--- src/rtl/rsa_cmd_parser_if.sv ---
// Signal bundle between rsa_cmd_parser, the UART receiver and the RSA core.
// The master modport is the parser's view. The slave modport is the environment's view.
interface rsa_cmd_parser_if #(
    parameter int WIDTH_DEG   = 8,
    parameter int WIDTH_N     = 8,
    parameter int WIDTH_MSG_I = 8
);
    // rx_valid and rsa_finish are single-cycle strobes with no back-pressure.
    // A byte is consumed in the cycle its strobe is high. A byte arriving while
    // the parser is busy with the RSA core is dropped and flagged on err.
    logic                   rx_valid;
    logic [7:0]             rx_data;
    logic                   rsa_finish;
    logic                   start_o;
    logic                   eORd;
    logic [WIDTH_MSG_I-1:0] msg_o;
    logic [WIDTH_DEG-1:0]   e_o;
    logic [WIDTH_DEG-1:0]   d_o;
    logic [WIDTH_N-1:0]     n_o;
    logic                   busy;
    logic                   err;
    logic [1:0]             state_dbg;

    modport master (
        input  rx_valid, rx_data, rsa_finish,
        output start_o, eORd, msg_o, e_o, d_o, n_o, busy, err, state_dbg
    );

    modport slave (
        output rx_valid, rx_data, rsa_finish,
        input  start_o, eORd, msg_o, e_o, d_o, n_o, busy, err, state_dbg
    );
endinterface

--- src/rtl/rsa_cmd_parser.sv ---
// UART byte-stream command parser feeding the RSA core (E/D message frames, K key-load frames).
// Defining RSA_CMD_CHKSUM_EN adds a trailing XOR checksum byte to every frame.
module rsa_cmd_parser #(
    parameter int WIDTH_DEG   = 8,
    parameter int WIDTH_N     = 8,
    parameter int WIDTH_MSG_I = 8,
    parameter int E_RST       = 7,
    parameter int D_RST       = 13,
    parameter int N_RST       = 33,
    parameter int TIMEOUT_CYC = 250000
) (
    input logic              clk,
    input logic              reset,
    rsa_cmd_parser_if.master bus
);
    typedef enum logic [1:0] {IDLE = 2'd0, PAYLOAD = 2'd1, WAIT_FIN = 2'd2} state_t;

    localparam logic [7:0] OP_E = 8'h45;
    localparam logic [7:0] OP_D = 8'h44;
    localparam logic [7:0] OP_K = 8'h4B;

    localparam int B_MSG = (WIDTH_MSG_I + 7) / 8;
    localparam int B_DEG = (WIDTH_DEG + 7) / 8;
    localparam int B_N   = (WIDTH_N + 7) / 8;
    localparam int B_KEY = 2 * B_DEG + B_N;
    localparam int B_MAX = (B_KEY > B_MSG) ? B_KEY : B_MSG;
`ifdef RSA_CMD_CHKSUM_EN
    localparam int B_CHK = 1;
    localparam int HW    = 8 * B_MAX;
`else
    localparam int B_CHK = 0;
    // The final payload byte is taken straight from rx_data, so the shadow holds one byte less.
    localparam int HW    = 8 * (B_MAX - 1);
`endif
    localparam int CW = $clog2(B_MAX + B_CHK + 1);
    localparam int TW = (TIMEOUT_CYC > 1) ? $clog2(TIMEOUT_CYC) : 1;

    state_t                 state, state_n;
    logic                   op_key, op_enc;
    logic [CW-1:0]          byte_cnt;
    logic [CW-1:0]          frame_len;
    logic [HW-1:0]          shadow;
    logic [8*B_MAX-1:0]     frame_data;
    logic [TW-1:0]          tmo_cnt;
    logic                   last_byte, tmo_hit, chk_ok, shift_en;
    logic                   take_op, take_byte, done_msg, done_key, err_n;
    logic                   start_q, eord_q, err_q;
    logic [WIDTH_MSG_I-1:0] msg_q;
    logic [WIDTH_DEG-1:0]   e_q, d_q;
    logic [WIDTH_N-1:0]     n_q;

    assign frame_len = op_key ? CW'(B_KEY + B_CHK) : CW'(B_MSG + B_CHK);
    assign last_byte = (byte_cnt == frame_len - CW'(1));
    assign tmo_hit   = (TIMEOUT_CYC != 0) && (tmo_cnt == TW'(TIMEOUT_CYC - 1));

`ifdef RSA_CMD_CHKSUM_EN
    logic [7:0] chk_acc;
    assign chk_ok     = (bus.rx_data == chk_acc);
    assign shift_en   = take_byte && !last_byte;
    assign frame_data = shadow;
`else
    assign chk_ok     = 1'b1;
    assign shift_en   = take_byte;
    assign frame_data = {shadow, bus.rx_data};
`endif

    always_ff @(posedge clk or posedge reset) begin
        if (reset) state <= IDLE;
        else       state <= state_n;
    end

    always_comb begin
        state_n   = state;
        take_op   = 1'b0;
        take_byte = 1'b0;
        done_msg  = 1'b0;
        done_key  = 1'b0;
        err_n     = 1'b0;
        case (state)
            IDLE: begin
                if (bus.rx_valid) begin
                    if (bus.rx_data == OP_E || bus.rx_data == OP_D || bus.rx_data == OP_K) begin
                        take_op = 1'b1;
                        state_n = PAYLOAD;
                    end else begin
                        err_n = 1'b1;
                    end
                end
            end
            PAYLOAD: begin
                if (bus.rx_valid) begin
                    take_byte = 1'b1;
                    if (last_byte) begin
                        if (!chk_ok) begin
                            err_n   = 1'b1;
                            state_n = IDLE;
                        end else if (op_key) begin
                            done_key = 1'b1;
                            state_n  = IDLE;
                        end else begin
                            done_msg = 1'b1;
                            state_n  = WAIT_FIN;
                        end
                    end
                end else if (tmo_hit) begin
                    err_n   = 1'b1;
                    state_n = IDLE;
                end
            end
            WAIT_FIN: begin
                if (bus.rx_valid)   err_n   = 1'b1;
                if (bus.rsa_finish) state_n = IDLE;
            end
            default: state_n = IDLE;
        endcase
    end

    always_ff @(posedge clk or posedge reset) begin
        if (reset) begin
            op_key   <= 1'b0;
            op_enc   <= 1'b0;
            byte_cnt <= '0;
            shadow   <= '0;
            tmo_cnt  <= '0;
            start_q  <= 1'b0;
            eord_q   <= 1'b1;
            err_q    <= 1'b0;
            msg_q    <= '0;
            e_q      <= WIDTH_DEG'(E_RST);
            d_q      <= WIDTH_DEG'(D_RST);
            n_q      <= WIDTH_N'(N_RST);
        end else begin
            err_q   <= err_n;
            start_q <= done_msg;
            if (take_op) begin
                op_key   <= (bus.rx_data == OP_K);
                op_enc   <= (bus.rx_data == OP_E);
                byte_cnt <= '0;
            end
            if (take_byte) byte_cnt <= byte_cnt + CW'(1);
            if (shift_en)  shadow   <= {shadow[HW-9:0], bus.rx_data};
            // Idle gap counter only advances while a frame is open.
            if (state != PAYLOAD || take_byte) tmo_cnt <= '0;
            else                               tmo_cnt <= tmo_cnt + TW'(1);
            if (done_msg) begin
                msg_q  <= frame_data[WIDTH_MSG_I-1:0];
                eord_q <= op_enc;
            end
            if (done_key) begin
                n_q <= frame_data[WIDTH_N-1:0];
                d_q <= frame_data[8*B_N +: WIDTH_DEG];
                e_q <= frame_data[8*(B_N+B_DEG) +: WIDTH_DEG];
            end
        end
    end

`ifdef RSA_CMD_CHKSUM_EN
    always_ff @(posedge clk or posedge reset) begin
        if (reset)          chk_acc <= '0;
        else if (take_op)   chk_acc <= bus.rx_data;
        else if (take_byte) chk_acc <= chk_acc ^ bus.rx_data;
    end
`endif

    assign bus.start_o   = start_q;
    assign bus.eORd      = eord_q;
    assign bus.msg_o     = msg_q;
    assign bus.e_o       = e_q;
    assign bus.d_o       = d_q;
    assign bus.n_o       = n_q;
    assign bus.err       = err_q;
    assign bus.busy      = (state != IDLE);
    assign bus.state_dbg = state;
endmodule

--- src/flat_wrapper.sv ---
// flat-port wrapper written by rule: the top's interface ports become plain ports
module rsa_cmd_parser_flat 
#(
    parameter int WIDTH_DEG   = 8,
    parameter int WIDTH_N     = 8,
    parameter int WIDTH_MSG_I = 8,
    parameter int E_RST       = 7,
    parameter int D_RST       = 13,
    parameter int N_RST       = 33,
    parameter int TIMEOUT_CYC = 250000
)
  (clk, reset, bus_rx_valid, bus_rx_data, bus_rsa_finish, bus_start_o, bus_eORd, bus_msg_o, bus_e_o, bus_d_o, bus_n_o, bus_busy, bus_err, bus_state_dbg);
  rsa_cmd_parser_if #(.WIDTH_DEG(WIDTH_DEG), .WIDTH_N(WIDTH_N), .WIDTH_MSG_I(WIDTH_MSG_I)) bus_i ();
  input logic clk;
  input logic reset;
  input wire logic [$bits(bus_i.rx_valid)-1:0] bus_rx_valid;
  input wire logic [$bits(bus_i.rx_data)-1:0] bus_rx_data;
  input wire logic [$bits(bus_i.rsa_finish)-1:0] bus_rsa_finish;
  output wire logic [$bits(bus_i.start_o)-1:0] bus_start_o;
  output wire logic [$bits(bus_i.eORd)-1:0] bus_eORd;
  output wire logic [$bits(bus_i.msg_o)-1:0] bus_msg_o;
  output wire logic [$bits(bus_i.e_o)-1:0] bus_e_o;
  output wire logic [$bits(bus_i.d_o)-1:0] bus_d_o;
  output wire logic [$bits(bus_i.n_o)-1:0] bus_n_o;
  output wire logic [$bits(bus_i.busy)-1:0] bus_busy;
  output wire logic [$bits(bus_i.err)-1:0] bus_err;
  output wire logic [$bits(bus_i.state_dbg)-1:0] bus_state_dbg;
  assign bus_i.rx_valid = bus_rx_valid;
  assign bus_i.rx_data = bus_rx_data;
  assign bus_i.rsa_finish = bus_rsa_finish;
  assign bus_start_o = bus_i.start_o;
  assign bus_eORd = bus_i.eORd;
  assign bus_msg_o = bus_i.msg_o;
  assign bus_e_o = bus_i.e_o;
  assign bus_d_o = bus_i.d_o;
  assign bus_n_o = bus_i.n_o;
  assign bus_busy = bus_i.busy;
  assign bus_err = bus_i.err;
  assign bus_state_dbg = bus_i.state_dbg;
  rsa_cmd_parser #(.WIDTH_DEG(WIDTH_DEG), .WIDTH_N(WIDTH_N), .WIDTH_MSG_I(WIDTH_MSG_I), .E_RST(E_RST), .D_RST(D_RST), .N_RST(N_RST), .TIMEOUT_CYC(TIMEOUT_CYC)) u_core (.clk(clk), .reset(reset), .bus(bus_i));
endmodule
--- config.mk ---
export PLATFORM = sky130hd
export DESIGN_NAME = rsa_cmd_parser_flat
export DESIGN_NICKNAME = d
export VERILOG_FILES = /design/src/rtl/rsa_cmd_parser_if.sv /design/src/rtl/rsa_cmd_parser.sv /design/src/flat_wrapper.sv
export SDC_FILE = /design/constraint.sdc
export NUM_CORES = 1
export LEC_CHECK = 0
export CAP_MARGIN = 5
export CORE_UTILIZATION = 52
export CTS_CLUSTER_DIAMETER = 200
export DETAILED_ROUTE_END_ITERATION = 10
export PLACE_DENSITY = 0.87
export SYNTH_ARGS = -nofsm -noshare
export SYNTH_HDL_FRONTEND = slang
export SYNTH_SLANG_ARGS = --single-unit
export TNS_END_PERCENT = 5
--- constraint.sdc ---
create_clock -name clk -period 4.69 [get_ports clk]
set_clock_uncertainty 0.15 [all_clocks]
set_input_delay 0.938 -clock clk [delete_from_list [all_inputs] [get_ports clk]]
set_output_delay 0.938 -clock clk [all_outputs]
set_load 0.05 [all_outputs]
==> summary.txt <==
DIE HEIGHT: 80.5 um
Hold Path End: u_core.bus.e_o[3]
outcome: completed
hpwl dp: 4080 um
Die W: 80.5 um
CTS Sinks: 75
RR Endpoint: u_core.bus.d_o[6]
Distinct cells, synth: 48
# setup viols final: 0
Area Overhead vs Synth: 23.8%
Setup Fix Bufs, Post-CTS: 0
peak supply drop: 375 uV
startpoint type of the worst setup path: input pin
reg2reg setup slack: 2.19 ns
average routed wire per standard cell: 15.3 um
total iterations of the first detailed-routing run: 4
Synth Register Bits: 75
P per Cell Area: 534 nW/um^2
Post-DRT Antenna Nets: 0
fin crit share: 67.9%
RSZ-0062 raised after global routing: false
largest net degree at the start of global routing: 51
htree depth: 3
Total Wirelength: 5850 um
worst skew pair latency: 0.35 ns
Hold WC Path Type: reg2reg
first-pass GRT wire length: 9540 um
Clock Tree Root: clkbuf_8
Critical Path Start: bus_rx_valid
sequential share of the synthesized area: 58.9%
worst hold slack: 0.349 ns
Rows: 28
routability cong.: 0.793
DIE AREA: 6490 sq um
Pleak: 1.74 nW
port bufs: 49
critical path arrival: 3.26 ns
nets: 316
Worst Tran Pin Value: 1.08 ns
gr usage total: 20.1%
synthesized area per cell: 12.9 sq um
Yosys warnings: 0
relative slew slack: 27.5%
Required @ worst endpoint: 4.77 ns
I/O Pins: 50
Slew Viols, Final: 0
CTS tree: built
initial antenna violation count: 0
Detailed Route Iter0 Violations: 113
Max Cap Viol: 0
DRC: 0
r2r startpoint: u_core.bus.state_dbg[1]
FMAX: 314 MHz
Resize count post-CTS: 0
Clock Tree Buf Depth: 2
number of vias per cell: 5.54
total negative setup slack: 0 ns
startpoint of the worst hold path: u_core.shadow[11]
total CTS buffers: 9
Hold Buf Count CTS: 0
Worst Reg-to-Reg Cells: 5
Final Hold Viols: 0
Reg clk slew, reported paths: 0.08 ns
Tmin final: 3.18 ns
crit path kind: in2reg
grt total ovfl: 0
CP max FO: 24
hold path depth: 1
routed vias: 2121
post-synthesis cell count: 248
Core Region: 5920 sq um
Initial Utilization: 54.2%
CP endpoint kind: flop
Netlist Area Pre-Place: 3210 sq um
share of cells above drive strength 1: 26.3%
number of global-route vias before repair: 2012
Syn Nets: 261
diode count: 0
registers in the layout, summed over array words and instances (netlist names):
register / flops
u_core.bus.e_o: 8
u_core.bus.state_dbg: 2
u_core.bus.d_o: 8
u_core.bus.msg_o: 8
u_core.byte_cnt: 2
u_core.op_enc: 1
u_core.tmo_cnt: 18
u_core.shadow: 16
u_core.bus.start_o: 1
u_core.bus.n_o: 8
u_core.bus.err: 1
u_core.bus.eORd: 1
u_core.op_key: 1
kinds of logic after synthesis:
group / synth area share [%]
AO/OA/AOI/OAI: 3.43
AND/OR/NAND/NOR: 13.7
flip-flops: 58.9
buffers and inverters: 2.61
multiplexers: 17.5
XOR/XNOR: 3.55
adder cells (fa/ha/maj): 0.390
how the worst max path moves through the flow:
stage                        end
3_3_place_gp   u_core.bus.n_o[2]
4_1_cts        u_core.bus.n_o[1]
5_1_grt        u_core.bus.n_o[1]
2_1_floorplan  u_core.bus.d_o[1]
6_report       u_core.bus.d_o[6]
3_5_place_dp   u_core.bus.n_o[1]
routing by layer:
metal	part of all wire (%)	track usage, %	wire [um]	vias up
met5	0	0	0	-
met4	1.9	10.9	112	0
met3	3.9	5.00	227	12
met2	49	29.3	2840	61
met1	46	27.3	2670	1055
li1	-	-	-	993
through the flow:
stage / std cells / utilization, % / worst slack [ns] / area [sq um] / power [mW]
6_report: 383 / 67.1 / 1.51 / 3970 / 2.12
3_3_place_gp: 367 / 63.4 / 1.21 / 3750 / 1.58
5_1_grt: 383 / 67.1 / 1.37 / 3970 / 2.22
3_5_place_dp: 367 / 63.4 / 1.14 / 3750 / 1.60
2_1_floorplan: 248 / - / 1.71 / 3210 / 1.38
4_1_cts: 383 / 67.1 / 1.51 / 3970 / 2.14
power by group:
| group | switching [mW] | internal [mW] |
|---|---|---|
| registers | 0.0997 | 0.811 |
| clock network | 0.233 | 0.301 |
| logic | 0.404 | 0.271 |
placed cells by master (no fill, tap or decap), drive strengths merged, types with 3 or more instances in the layout:
cell type      count
clkdlybuf4s50     49
and3               4
xor2               4
clkbuf            10
nor3               6
mux2              48
nor4               4
nand3              4
nor2              22
dfrtp             66
or2                3
a21oi              4
inv                9
dfstp              9
o21ai              5
nand4              7
xnor2              9
nand2             12
final cells by class:
type,instances,area [sq um]
Clock buffer,10,128
Inverter,8,30.0
Fill cell,422,1950
Clock inverter,6,90.1
Tap cell,75,93.8
Sequential cell,75,1890
Multi-Input combinational cell,158,1240
Timing Repair Buffer,51,505
cells in the mapped netlist, drive strengths merged:
library cell | n | area (sq um)
o22ai | 1 | 6.26
mux2 | 48 | 541
a41o | 1 | 10.0
or3b | 1 | 8.76
inv | 8 | 30.0
dfrtp | 66 | 1650
nor4 | 4 | 25.0
buf | 5 | 46.3
a21boi | 1 | 7.51
or3 | 2 | 12.5
nand2b | 1 | 6.26
xor2 | 4 | 35.0
nor3b | 1 | 7.51
a22o | 1 | 8.76
o211ai | 1 | 7.51
and4 | 1 | 8.76
a21oi | 4 | 20.0
or2 | 3 | 21.3
o21ai | 5 | 25.0
nor2 | 22 | 82.6
nand3b | 1 | 7.51
nand4b | 1 | 8.76
o31ai | 1 | 7.51
nand4 | 7 | 58.8
xnor2 | 9 | 78.8
nand3 | 4 | 20.0
nand2 | 12 | 45.0
or4 | 2 | 18.8
o41ai | 1 | 8.76
ha | 1 | 12.5
and4b | 1 | 10.0
clkbuf | 2 | 7.51
and3 | 4 | 25.0
nor4b | 1 | 8.76
and2 | 1 | 6.26
dfstp | 9 | 236
mux2i | 2 | 20.0
o2bb2ai | 1 | 8.76
or4b | 1 | 10.0
nor2b | 1 | 6.26
nor3 | 6 | 41.3
critical path, cell delays in order:
cell	delay, ns
clkdlybuf4s50_1	0.53
nor2b_1	0.18
nand2_1	0.07
buf_4	0.22
nor3_4	0.88
mux2_2	0.42
Note: power is estimated with default switching activity, not from simulation.
